--- config.mk ---
export PLATFORM = sky130hd
export DESIGN_NAME = cpu_lsu_flat
export DESIGN_NICKNAME = d
export VERILOG_FILES = /design/src/rtl/cpu_lsu_if.sv /design/src/rtl/cpu_lsu.sv /design/src/flat_wrapper.sv
export SDC_FILE = /design/constraint.sdc
export NUM_CORES = 1
export LEC_CHECK = 0
export CAP_MARGIN = 20
export CORE_ASPECT_RATIO = 0.6
export CORE_UTILIZATION = 42
export CTS_CLUSTER_DIAMETER = 80
export DETAILED_ROUTE_END_ITERATION = 8
export PLACE_DENSITY = 0.77
export RECOVER_POWER = 25
export REMOVE_ABC_BUFFERS = 1
export SLEW_MARGIN = 10
export SYNTH_ARGS = -nofsm -noshare
export SYNTH_HDL_FRONTEND = slang
export SYNTH_SLANG_ARGS = --single-unit
export TNS_END_PERCENT = 50
--- constraint.sdc ---
create_clock -name clk -period 1.82 [get_ports clk]
set_input_delay 0.182 -clock clk [delete_from_list [all_inputs] [get_ports clk]]
set_output_delay 0.182 -clock clk [all_outputs]
set_load 0.05 [all_outputs]
--- src/rtl/cpu_lsu_if.sv ---
// Data-bus bundle between the load/store unit and the memory side.
// The LSU drives the request half; the memory returns ack and read data.
interface cpu_lsu_if;
    logic        req;
    logic        we;
    logic [31:0] addr;
    logic [31:0] wdata;
    logic [3:0]  be;
    logic        ack;
    logic [31:0] rdata;

    modport master (
        output req, we, addr, wdata, be,
        input  ack, rdata
    );

    modport slave (
        input  req, we, addr, wdata, be,
        output ack, rdata
    );
endinterface

--- src/rtl/cpu_lsu.sv ---
// Load/store unit: one req/ack bus transaction per request, lane steering,
// load extension, flush drain. CPU_LSU_TIMEOUT_EN adds a bus timeout.
module cpu_lsu #(
    parameter int unsigned BUS_TIMEOUT = 255
) (
    input  logic        clk,
    input  logic        rst,
    input  logic        flush_flag,
    input  logic        lsu_en,
    input  logic        lsu_we,
    input  logic [1:0]  lsu_size,
    input  logic        lsu_unsigned,
    input  logic [31:0] addr,
    input  logic [31:0] wdata,
    output logic        lsu_busy,
    output logic        lsu_done,
    output logic [31:0] rdata,
    output logic        rdata_vld,
    output logic        misalign,
    output logic        fault,
    cpu_lsu_if.master   dbus
);

    typedef enum logic [1:0] {
        IDLE  = 2'd0,
        REQ   = 2'd1,
        DRAIN = 2'd2
    } state_e;

    state_e      state_q;
    logic        req_q;
    logic        we_q;
    logic [31:0] addr_q;
    logic [31:0] wdata_q;
    logic [3:0]  be_q;
    logic [1:0]  size_q;
    logic        uns_q;
    logic [1:0]  off_q;
    logic [31:0] rdata_q;
    logic        done_q;
    logic        vld_q;
    logic        mis_q;
    logic        fault_q;

    logic        mis_d;
    logic [3:0]  be_d;
    logic [31:0] wdata_d;
    logic [7:0]  ld_b;
    logic [15:0] ld_h;
    logic [31:0] ld_d;
    logic        tmo;

    always_comb begin
        unique case (lsu_size)
            2'b00:   mis_d = 1'b0;
            2'b01:   mis_d = addr[0];
            2'b10:   mis_d = |addr[1:0];
            default: mis_d = 1'b1;
        endcase
    end

    always_comb begin
        be_d    = 4'b1111;
        wdata_d = wdata;
        unique case (lsu_size)
            2'b00: begin
                wdata_d = {4{wdata[7:0]}};
                be_d    = 4'b0001 << addr[1:0];
            end
            2'b01: begin
                wdata_d = {2{wdata[15:0]}};
                be_d    = 4'b0011 << addr[1:0];
            end
            default: begin
                wdata_d = wdata;
                be_d    = 4'b1111;
            end
        endcase
        if (!lsu_we) begin
            be_d = 4'b0000;
        end
    end

    // Half accesses are aligned, so only off_q[1] selects the lane.
    always_comb begin
        ld_b = dbus.rdata[{off_q, 3'b000} +: 8];
        ld_h = dbus.rdata[{off_q[1], 4'b0000} +: 16];
        unique case (size_q)
            2'b00:   ld_d = {{24{~uns_q & ld_b[7]}}, ld_b};
            2'b01:   ld_d = {{16{~uns_q & ld_h[15]}}, ld_h};
            default: ld_d = dbus.rdata;
        endcase
    end

`ifdef CPU_LSU_TIMEOUT_EN
    localparam int CW = (BUS_TIMEOUT > 255) ? $clog2(BUS_TIMEOUT + 1) : 8;

    logic [CW-1:0] cnt_q;
    logic          enter;

    assign enter = ((state_q == IDLE) && lsu_en && !flush_flag && !mis_d)
                || ((state_q == REQ) && !dbus.ack && !tmo && flush_flag);
    assign tmo   = (state_q != IDLE) && (cnt_q == CW'(BUS_TIMEOUT - 1));

    always_ff @(posedge clk) begin
        if (rst || enter) begin
            cnt_q <= '0;
        end else if (state_q != IDLE) begin
            cnt_q <= cnt_q + 1'b1;
        end
    end
`else
    assign tmo = 1'b0;
`endif

    always_ff @(posedge clk) begin
        if (rst) begin
            state_q <= IDLE;
            req_q   <= 1'b0;
            we_q    <= 1'b0;
            addr_q  <= '0;
            wdata_q <= '0;
            be_q    <= '0;
            size_q  <= '0;
            uns_q   <= 1'b0;
            off_q   <= '0;
            rdata_q <= '0;
            done_q  <= 1'b0;
            vld_q   <= 1'b0;
            mis_q   <= 1'b0;
            fault_q <= 1'b0;
        end else begin
            done_q  <= 1'b0;
            vld_q   <= 1'b0;
            mis_q   <= 1'b0;
            fault_q <= 1'b0;
            unique case (state_q)
                IDLE: begin
                    if (lsu_en && !flush_flag) begin
                        if (mis_d) begin
                            mis_q <= 1'b1;
                        end else begin
                            state_q <= REQ;
                            req_q   <= 1'b1;
                            we_q    <= lsu_we;
                            addr_q  <= {addr[31:2], 2'b00};
                            wdata_q <= wdata_d;
                            be_q    <= be_d;
                            size_q  <= lsu_size;
                            uns_q   <= lsu_unsigned;
                            off_q   <= addr[1:0];
                        end
                    end
                end
                REQ: begin
                    if (dbus.ack) begin
                        state_q <= IDLE;
                        req_q   <= 1'b0;
                        // A flush in the ack cycle retires the access silently.
                        if (!flush_flag) begin
                            done_q <= 1'b1;
                            if (!we_q) begin
                                rdata_q <= ld_d;
                                vld_q   <= 1'b1;
                            end
                        end
                    end else if (tmo) begin
                        state_q <= IDLE;
                        req_q   <= 1'b0;
                        fault_q <= 1'b1;
                    end else if (flush_flag) begin
                        state_q <= DRAIN;
                    end
                end
                DRAIN: begin
                    if (dbus.ack || tmo) begin
                        state_q <= IDLE;
                        req_q   <= 1'b0;
                    end
                end
                default: begin
                    state_q <= IDLE;
                    req_q   <= 1'b0;
                end
            endcase
        end
    end

    assign lsu_busy   = (state_q != IDLE);
    assign lsu_done   = done_q;
    assign rdata      = rdata_q;
    assign rdata_vld  = vld_q;
    assign misalign   = mis_q;
    assign fault      = fault_q;

    assign dbus.req   = req_q;
    assign dbus.we    = we_q;
    assign dbus.addr  = addr_q;
    assign dbus.wdata = wdata_q;
    assign dbus.be    = be_q;

endmodule

--- src/flat_wrapper.sv ---
// flat-port wrapper written by rule: the top's interface ports become plain ports
module cpu_lsu_flat 
#(
    parameter int unsigned BUS_TIMEOUT = 255
)
  (clk, rst, flush_flag, lsu_en, lsu_we, lsu_size, lsu_unsigned, addr, wdata, lsu_busy, lsu_done, rdata, rdata_vld, misalign, fault, dbus_req, dbus_we, dbus_addr, dbus_wdata, dbus_be, dbus_ack, dbus_rdata);
  cpu_lsu_if dbus_i ();
  input  logic clk;
  input  logic rst;
  input  logic flush_flag;
  input  logic lsu_en;
  input  logic lsu_we;
  input  logic [1:0] lsu_size;
  input  logic lsu_unsigned;
  input  logic [31:0] addr;
  input  logic [31:0] wdata;
  output logic lsu_busy;
  output logic lsu_done;
  output logic [31:0] rdata;
  output logic rdata_vld;
  output logic misalign;
  output logic fault;
  output wire logic [$bits(dbus_i.req)-1:0] dbus_req;
  output wire logic [$bits(dbus_i.we)-1:0] dbus_we;
  output wire logic [$bits(dbus_i.addr)-1:0] dbus_addr;
  output wire logic [$bits(dbus_i.wdata)-1:0] dbus_wdata;
  output wire logic [$bits(dbus_i.be)-1:0] dbus_be;
  input wire logic [$bits(dbus_i.ack)-1:0] dbus_ack;
  input wire logic [$bits(dbus_i.rdata)-1:0] dbus_rdata;
  assign dbus_req = dbus_i.req;
  assign dbus_we = dbus_i.we;
  assign dbus_addr = dbus_i.addr;
  assign dbus_wdata = dbus_i.wdata;
  assign dbus_be = dbus_i.be;
  assign dbus_i.ack = dbus_ack;
  assign dbus_i.rdata = dbus_rdata;
  cpu_lsu #(.BUS_TIMEOUT(BUS_TIMEOUT)) u_core (.clk(clk), .rst(rst), .flush_flag(flush_flag), .lsu_en(lsu_en), .lsu_we(lsu_we), .lsu_size(lsu_size), .lsu_unsigned(lsu_unsigned), .addr(addr), .wdata(wdata), .lsu_busy(lsu_busy), .lsu_done(lsu_done), .rdata(rdata), .rdata_vld(rdata_vld), .misalign(misalign), .fault(fault), .dbus(dbus_i));
endmodule
==> results.json, run 1 <==
{
  "grt_pass1_vias": 4915,
  "skew_ps": 8.72,
  "dieHeight_um": 84.5,
  "dpl_cell_area_sq_um": 7140,
  "coreArea_sq_um": 10800,
  "period_needed_ps": 1750,
  "crit_type": "reg -> out",
  "final_util": 0.686,
  "r2r_slack_ps": 140,
  "synth_area_leaders": "dfxtp_1, nand2_1, a21oi_1",
  "status": "completed",
  "synthTopCellsByCount": "nand2_1, dfxtp_1, a21oi_1",
  "grt_antenna_before_repair": 0,
  "layout-drive-gt1-share": 0.0712,
  "antennaDiodeCount": 0,
  "grt_use_total": 0.256,
  "tightest_slew_ps": 676,
  "maxSlewViolCount": 0,
  "crit_path_start_kind": "flip-flop",
  "io_buffers": 208,
  "cts_buffers": 9,
  "io_pins": 212,
  "max_freq_mhz": 572,
  "avgSynthCellArea_sq_um": 7.86,
  "hold_depth": 2,
  "nets": 918,
  "clock_path_buffers": 2,
  "slew_headroom": 0.551,
  "rsz0062_at_grt": "no",
  "yosysSeqAreaShare": 0.462,
  "drcViolationCount": 0,
  "vias_per_cell": 5.27,
  "ys_types": 37,
  "clkSlewWorstSetupHoldPaths_ps": 70,
  "synthesis.area_sq_um": 4760,
  "clk-insertion-delay-late_ps": 340,
  "yosysWarnings": 0,
  "reg2reg_from": "u_core.state_q[1]",
  "critPathMaxFanout": 4,
  "grt_pass1_wl_um": 24000,
  "grt_overflow": 0,
  "die_w_um": 139,
  "synth_edf_count": 0,
  "timing.rr.end": "u_core.rdata[11]",
  "syn_inst": 606,
  "async_flop_share": 0,
  "ys_ff_latch": 110,
  "hold_path.class": "in -> reg",
  "vias": 5028,
  "min_to": "u_core.lsu_done",
  "drt-wirelength-per-cell_um": 15.8,
  "wirelength_um": 15000,
  "dr.first_iter.drc_count": 251,
  "post-route-cell-area_sq_um": 7420,
  "max_cap_violations": 0,
  "synth_ff_type": "dfxtp_1",
  "rr_worst_depth": 8,
  "critPathBufInv": 1,
  "hp-start": "rst",
  "ir_drop_mv": 0.470,
  "leakage_nw": 2.65,
  "place.gp.congestion": 0.869,
  "clock_tree.root_cell": "clkbuf_16",
  "post-synth-top-count-cell": "nand2_1",
  "critical_path.top_delay_family": "buffers and inverters",
  "clock_sinks": 110,
  "p_per_area_nw_per_um2": 771,
  "place_hpwl_um": 11200,
  "yosysTopAreaCell": "dfxtp_1",
  "end_kind": "output pin",
  "place_ws_ps": -223,
  "crit_slowest_cell": "clkdlybuf4s50_1",
  "grt_max_degree": 48,
  "period_share": 0.960,
  "crit_chain": "clkdlybuf4s50_1",
  "htreeDepth": 3,
  "initial_core_util": 0.441,
  "cts_tree": "yes",
  "die_area_sq_um": 11800,
  "tns_ps": 0,
  "postCtsHoldBufs": 0,
  "fin_ws_ps": 72.1,
  "arrival_ps": 1570,
  "hold_viol": 0,
  "first_pass_iters": 5,
  "yosysTopAreaCellShare": 0.462,
  "syn_to_final_growth_pct": 55.8,
  "drtAntennaViolNets": 0,
  "finalSetupViolCount": 0,
  "critical-path-max-stage-delay_ps": 830,
  "critPathRequiredTime_ps": 1640,
  "row_count": 29
}
worst reg2reg max path, cell delays in order, from the launching register on:
cell       delay (ps)
dfxtp_1           320
inv_1              90
ha_2              210
nand4bb_1         170
buf_12            210
nor3_1            170
a2bb2oi_1         190
buf_4             170
a21oi_1            50
worst max-delay path by stage:
stage                           start               endpoint  depth (start not counted)
finish                 u_core.dbus.we                dbus_we                          1
global placement              addr[0]  u_core.dbus.wdata[12]                          6
CTS                   u_core.off_q[1]       u_core.rdata[18]                          5
floorplan           u_core.state_q[0]      u_core.dbus.be[0]                          6
global route        u_core.state_q[1]        u_core.rdata[9]                          8
detailed placement        lsu_size[0]  u_core.dbus.wdata[13]                          6
per-stage QoR:
stage | total power, W | hold slack [ps] | cells
after floorplan | 0.00314 | 251 | 555
after global placement | 0.00373 | 441 | 938
after detailed placement | 0.00375 | 448 | 938
after CTS | 0.00577 | 232 | 954
after global routing | 0.00596 | 261 | 954
final | 0.00572 | 238 | 954
cells by family (layout without fill, tap and decap cells):
family	Yosys count	in the layout	share of synthesized area
multiplexers	20	20	0.0420
AND/OR/NAND/NOR	233	233	0.196
flip-flops	110	110	0.462
buffers and inverters	66	273	0.0575
AO/OA/AOI/OAI	173	173	0.233
other	1	3	0.000787
adder cells (fa/ha/maj)	3	3	0.00788
registers in the layout, indices dropped and copies added (netlist names):
name / flops
u_core.dbus.be: 4
u_core.dbus.wdata: 32
u_core.lsu_done: 1
u_core.dbus.req: 1
u_core.state_q: 2
u_core.uns_q: 1
u_core.off_q: 2
u_core.dbus.addr: 30
u_core.misalign: 1
u_core.size_q: 2
u_core.dbus.we: 1
u_core.rdata_vld: 1
u_core.rdata: 32
cell usage in the layout, fill, tap and decap left out, drive strengths merged, types with 5 or more instances in the layout:
master,n
clkdlybuf4s50,197
nand2,164
dfxtp,110
a21oi,71
nor2,51
a211oi,36
buf,35
o21ai,23
mux2i,20
inv,16
clkbuf,16
a311oi,9
o22ai,8
a221o,7
a221oi,7
dlygate4sd3,6
nand2b,5
report_power, final:
part	switching [W]	internal, W	total [W]
registers	0.0000506	0.00249	0.00254
logic	0.000657	0.000495	0.00115
clock network	0.000934	0.00110	0.00203
total	0.00164	0.00408	0.00572
final cells by class:
type / instances / area (sq um)
Clock buffer: 10 / 229
Clock inverter: 6 / 77.6
Fill cell: 889 / 3390
Inverter: 13 / 48.8
Multi-Input combinational cell: 432 / 2300
Sequential cell: 110 / 2200
Tap cell: 139 / 174
Timing Repair Buffer: 244 / 2390
timing repair:
action                                  in CTS  in global routing
endpoints found under the setup margin       0                 24
setup buffers                                0                  0
gates resized for setup                      0                  4
routing by layer:
| layer | GRT usage | part of all wire | up-vias |
|---|---|---|---|
| met4 | 0.0586 | 0.010 | 0 |
| met3 | 0.0930 | 0.086 | 13 |
| met5 | 0 | 0 | - |
| li1 | - | - | 2479 |
| met2 | 0.423 | 0.47 | 178 |
| met1 | 0.318 | 0.44 | 2358 |
(Power assumes the default switching activity.)
==> inputs of run 2 (changes only) <==
MAX_ROUTING_LAYER = met4   (was default)
==> results.json, run 2 (synthesized netlist as in run 1, its figures left out) <==
{
  "status": "completed",
  "clock_sinks": 110,
  "post_cts_buffers": 0,
  "clk-insertion-delay-late_ps": 350,
  "end_kind": "output pin",
  "crit_type": "reg -> out",
  "finalSetupViolCount": 0,
  "p_per_area_nw_per_um2": 772,
  "dieHeight_um": 84.5,
  "max_cap_violations": 0,
  "arrival_ps": 1560,
  "grt_use_total": 0.263,
  "clock_tree.root_cell": "clkbuf_16",
  "tightest_slew_ps": 676,
  "placed_cells": 938,
  "leakage_nw": 2.65,
  "coreArea_sq_um": 10800,
  "final_cell_mix": "clkdlybuf4s50_1, nand2_1, dfxtp_1",
  "period_share": 0.960,
  "row_count": 29,
  "grt_overflow": 0,
  "die_area_sq_um": 11800,
  "critical-path-max-stage-delay_ps": 830,
  "clkSlewWorstSetupHoldPaths_ps": 70,
  "drtAntennaViolNets": 0,
  "skew_ps": 9.17,
  "period_needed_ps": 1750,
  "place_hpwl_um": 11200,
  "die_w_um": 139,
  "final_util": 0.686,
  "drt-wirelength-per-cell_um": 15.9,
  "antennaDiodeCount": 0,
  "crit_slowest_cell": "clkdlybuf4s50_1",
  "ir_drop_mv": 0.470,
  "critPathRequiredTime_ps": 1640,
  "power_w": 0.00573,
  "place.gp.congestion": 0.883,
  "cts_tree": "yes",
  "slew_headroom": 0.552,
  "io_buffers": 208,
  "drcViolationCount": 0,
  "vias": 5051,
  "initial_core_util": 0.441,
  "grt_pass1_vias": 4922,
  "grt_antenna_before_repair": 0,
  "hold_viol": 0,
  "maxSlewViolCount": 0,
  "nets": 918,
  "whs_ps": 234,
  "final_common_cell": "clkdlybuf4s50_1",
  "critPathMaxFanout": 4,
  "syn_to_final_growth_pct": 55.8,
  "cts_buffers": 9,
  "htreeDepth": 3,
  "dr.first_iter.drc_count": 252,
  "io_pins": 212,
  "max_freq_mhz": 572,
  "critical_path.top_delay_family": "buffers and inverters",
  "rsz0062_at_grt": "no",
  "critPathBufInv": 1,
  "crit_path_start_kind": "flip-flop",
  "grt_pass1_wl_um": 23900,
  "layout-drive-gt1-share": 0.0712,
  "hold_path.class": "in -> reg",
  "vias_per_cell": 5.29,
  "clock_path_buffers": 2,
  "crit_chain": "clkdlybuf4s50_1",
  "stdcell_count": 954,
  "wirelength_um": 15100,
  "first_pass_iters": 5,
  "grt_max_degree": 48
}
==> run 2: cell counts in the layout (fill, tap and decap cells not counted) <==
Identical to the previous run, type by type.
==> run 2: layout make-up <==
class / instances / area, sq um
fillers: 889 / 3390
repair buffers: 244 / 2390
multi-input cells: 432 / 2300
flip-flops and latches: 110 / 2200
clock buffers: 10 / 229
well taps: 139 / 174
clock inverters: 6 / 77.6
inverters: 13 / 48.8
==> run 2: per-layer routing <==
| metal | vias up | global-route usage | wire length, um |
|---|---|---|---|
| met1 | 2376 | 0.324 | 6820 |
| li1 | 2482 | - | - |
| met4 | 0 | 0.0586 | 142 |
| met5 | - | - | 0 |
| met2 | 182 | 0.425 | 7050 |
| met3 | 11 | 0.0804 | 1120 |
==> run 2: what timing repair did <==
item	in CTS	in global routing
setup endpoints to repair	0	24
hold buffers	0	0
gates resized for setup	0	4
hold endpoints to repair	0	0
==> run 2: path summary, 6_finish.rpt <==
path              depth (start not counted)              from  slack (ps)          endpoint
setup / recovery                          1    u_core.dbus.we          70           dbus_we
hold / removal                            2               rst         230   u_core.lsu_done
setup reg to reg                          5   u_core.off_q[1]         140  u_core.rdata[18]
hold reg to reg                           2  u_core.rdata[10]         460  u_core.rdata[10]
==> run 2: per-stage QoR <==
stage                     area, sq um  setup WS, ps  TNS [ps]
after global placement           7140          -144     -5160
after detailed placement         7140          -223     -9130
after CTS                        7440          34.9         0
after floorplan                  4550         -1180    -86630
final                            7420          73.1         0
after global routing             7420          5.74         0
==> run 2: where the power goes <==
part | switching, W | total, W | internal, W | leakage [nW]
Sequential | 0.0000507 | 0.00254 | 0.00249 | 0.893
Clock | 0.000943 | 0.00204 | 0.00110 | 0.147
Combinational | 0.000658 | 0.00115 | 0.000495 | 1.62
Total | 0.00165 | 0.00573 | 0.00408 | 2.65
==> inputs of run 3 (changes only) <==
clock period = 1.9 ns   (was 1.82 ns; I/O delays follow)
==> results.json, run 3 (synthesized netlist as in run 1, its figures left out) <==
{
  "placed_cells": 937,
  "critPathBufInv": 1,
  "postCtsHoldBufs": 0,
  "wirelength_um": 14900,
  "critical_path.top_delay_family": "buffers and inverters",
  "crit_chain": "dlygate4sd3_1",
  "drtAntennaViolNets": 0,
  "critical-path-max-stage-delay_ps": 900,
  "critPathRequiredTime_ps": 1710,
  "hp-start": "rst",
  "nets": 917,
  "whs_ps": 263,
  "grt_max_degree": 48,
  "place_ws_ps": -100,
  "grt_use_total": 0.260,
  "max_freq_mhz": 571,
  "vias": 5051,
  "fin_ws_ps": 149,
  "post_cts_buffers": 0,
  "grt_pass1_wl_um": 23800,
  "initial_core_util": 0.441,
  "rsz0062_at_grt": "no",
  "vias_per_cell": 5.29,
  "top_layer": "met4",
  "period_share": 0.922,
  "die_w_um": 139,
  "critPathMaxFanout": 2,
  "wl_met2_um": 6850,
  "final_common_cell": "clkdlybuf4s50_1",
  "hold_viol": 0,
  "dr.first_iter.drc_count": 331,
  "status": "completed",
  "tightest_slew_ps": 694,
  "met1_length_um": 6570,
  "crit_type": "reg -> out",
  "die_area_sq_um": 11800,
  "grt_pass1_vias": 4765,
  "cts_tree": "yes",
  "final_cell_mix": "clkdlybuf4s50_1, nand2_1, dfxtp_1",
  "arrival_ps": 1560,
  "grt_antenna_before_repair": 1,
  "clock_tree.root_cell": "clkbuf_16",
  "max_cap_violations": 0,
  "htreeDepth": 3,
  "period_needed_ps": 1750,
  "finalSetupViolCount": 0,
  "row_count": 29,
  "grt_overflow": 0,
  "coreArea_sq_um": 10800,
  "dieHeight_um": 84.5,
  "drcViolationCount": 0,
  "power_w": 0.00546,
  "p_per_area_nw_per_um2": 734,
  "tns_ps": 0,
  "crit_slowest_cell": "dlygate4sd3_1",
  "io_pins": 212,
  "syn_to_final_growth_pct": 56.2,
  "skew_ps": 10.6,
  "stdcell_count": 954,
  "maxSlewViolCount": 0,
  "reg2reg_from": "u_core.state_q[0]",
  "cts_buffers": 9,
  "place_hpwl_um": 11000,
  "clk-insertion-delay-late_ps": 340,
  "clkSlewWorstSetupHoldPaths_ps": 70,
  "leakage_nw": 2.75,
  "io_buffers": 208,
  "first_pass_iters": 6,
  "ir_drop_mv": 0.462,
  "clock_sinks": 110,
  "crit_path_start_kind": "flip-flop",
  "drt-wirelength-per-cell_um": 15.6,
  "clock_path_buffers": 2,
  "wl_met3_um": 1230,
  "layout-drive-gt1-share": 0.0663,
  "slew_headroom": 0.539,
  "crit_start": "u_core.dbus.wdata[15]",
  "end_kind": "output pin",
  "place.gp.congestion": 0.860,
  "hold_path.class": "in -> reg"
}
[run 3: cell type report]
| cell class | count | area (sq um) |
|---|---|---|
| Sequential cell | 110 | 2200 |
| Clock buffer | 10 | 239 |
| Multi-Input combinational cell | 432 | 2290 |
| Inverter | 13 | 48.8 |
| Tap cell | 139 | 174 |
| Antenna cell | 1 | 2.50 |
| Timing Repair Buffer | 243 | 2410 |
| Fill cell | 855 | 3370 |
| Clock inverter | 6 | 68.8 |
[run 3: power by group]
| group | switching (W) | leakage, nW | internal [W] |
|---|---|---|---|
| Clock | 0.000860 | 0.149 | 0.00107 |
| Sequential | 0.0000461 | 0.892 | 0.00238 |
| Combinational | 0.000630 | 1.71 | 0.000470 |
| Total | 0.00154 | 2.75 | 0.00392 |
[run 3: metrics by stage]
stage	instance area, sq um	utilization
after global routing	7440	0.688
after global placement	7150	0.661
final	7440	0.688
after CTS	7450	0.689
after floorplan	4550	-
after detailed placement	7150	0.661
[run 3: repair_timing]
item                                   CTS  global route
resized for setup                        0             1
setup endpoints to repair                0             1
endpoints found under the hold margin    0             0
[run 3: final timing paths]
check / endpoint / slack [ps] / depth (start not counted)
max: dbus_wdata[15] / 150 / 1
min: u_core.lsu_done / 260 / 2
max reg2reg: u_core.dbus.wdata[8] / 180 / 7
min reg2reg: u_core.rdata[13] / 460 / 2
[run 3: metal layers]
metal | track usage | up-vias
met5 | - | -
met4 | 0.0616 | 0
met3 | 0.0719 | 21
met2 | 0.402 | 197
met1 | 0.337 | 2353
li1 | - | 2480
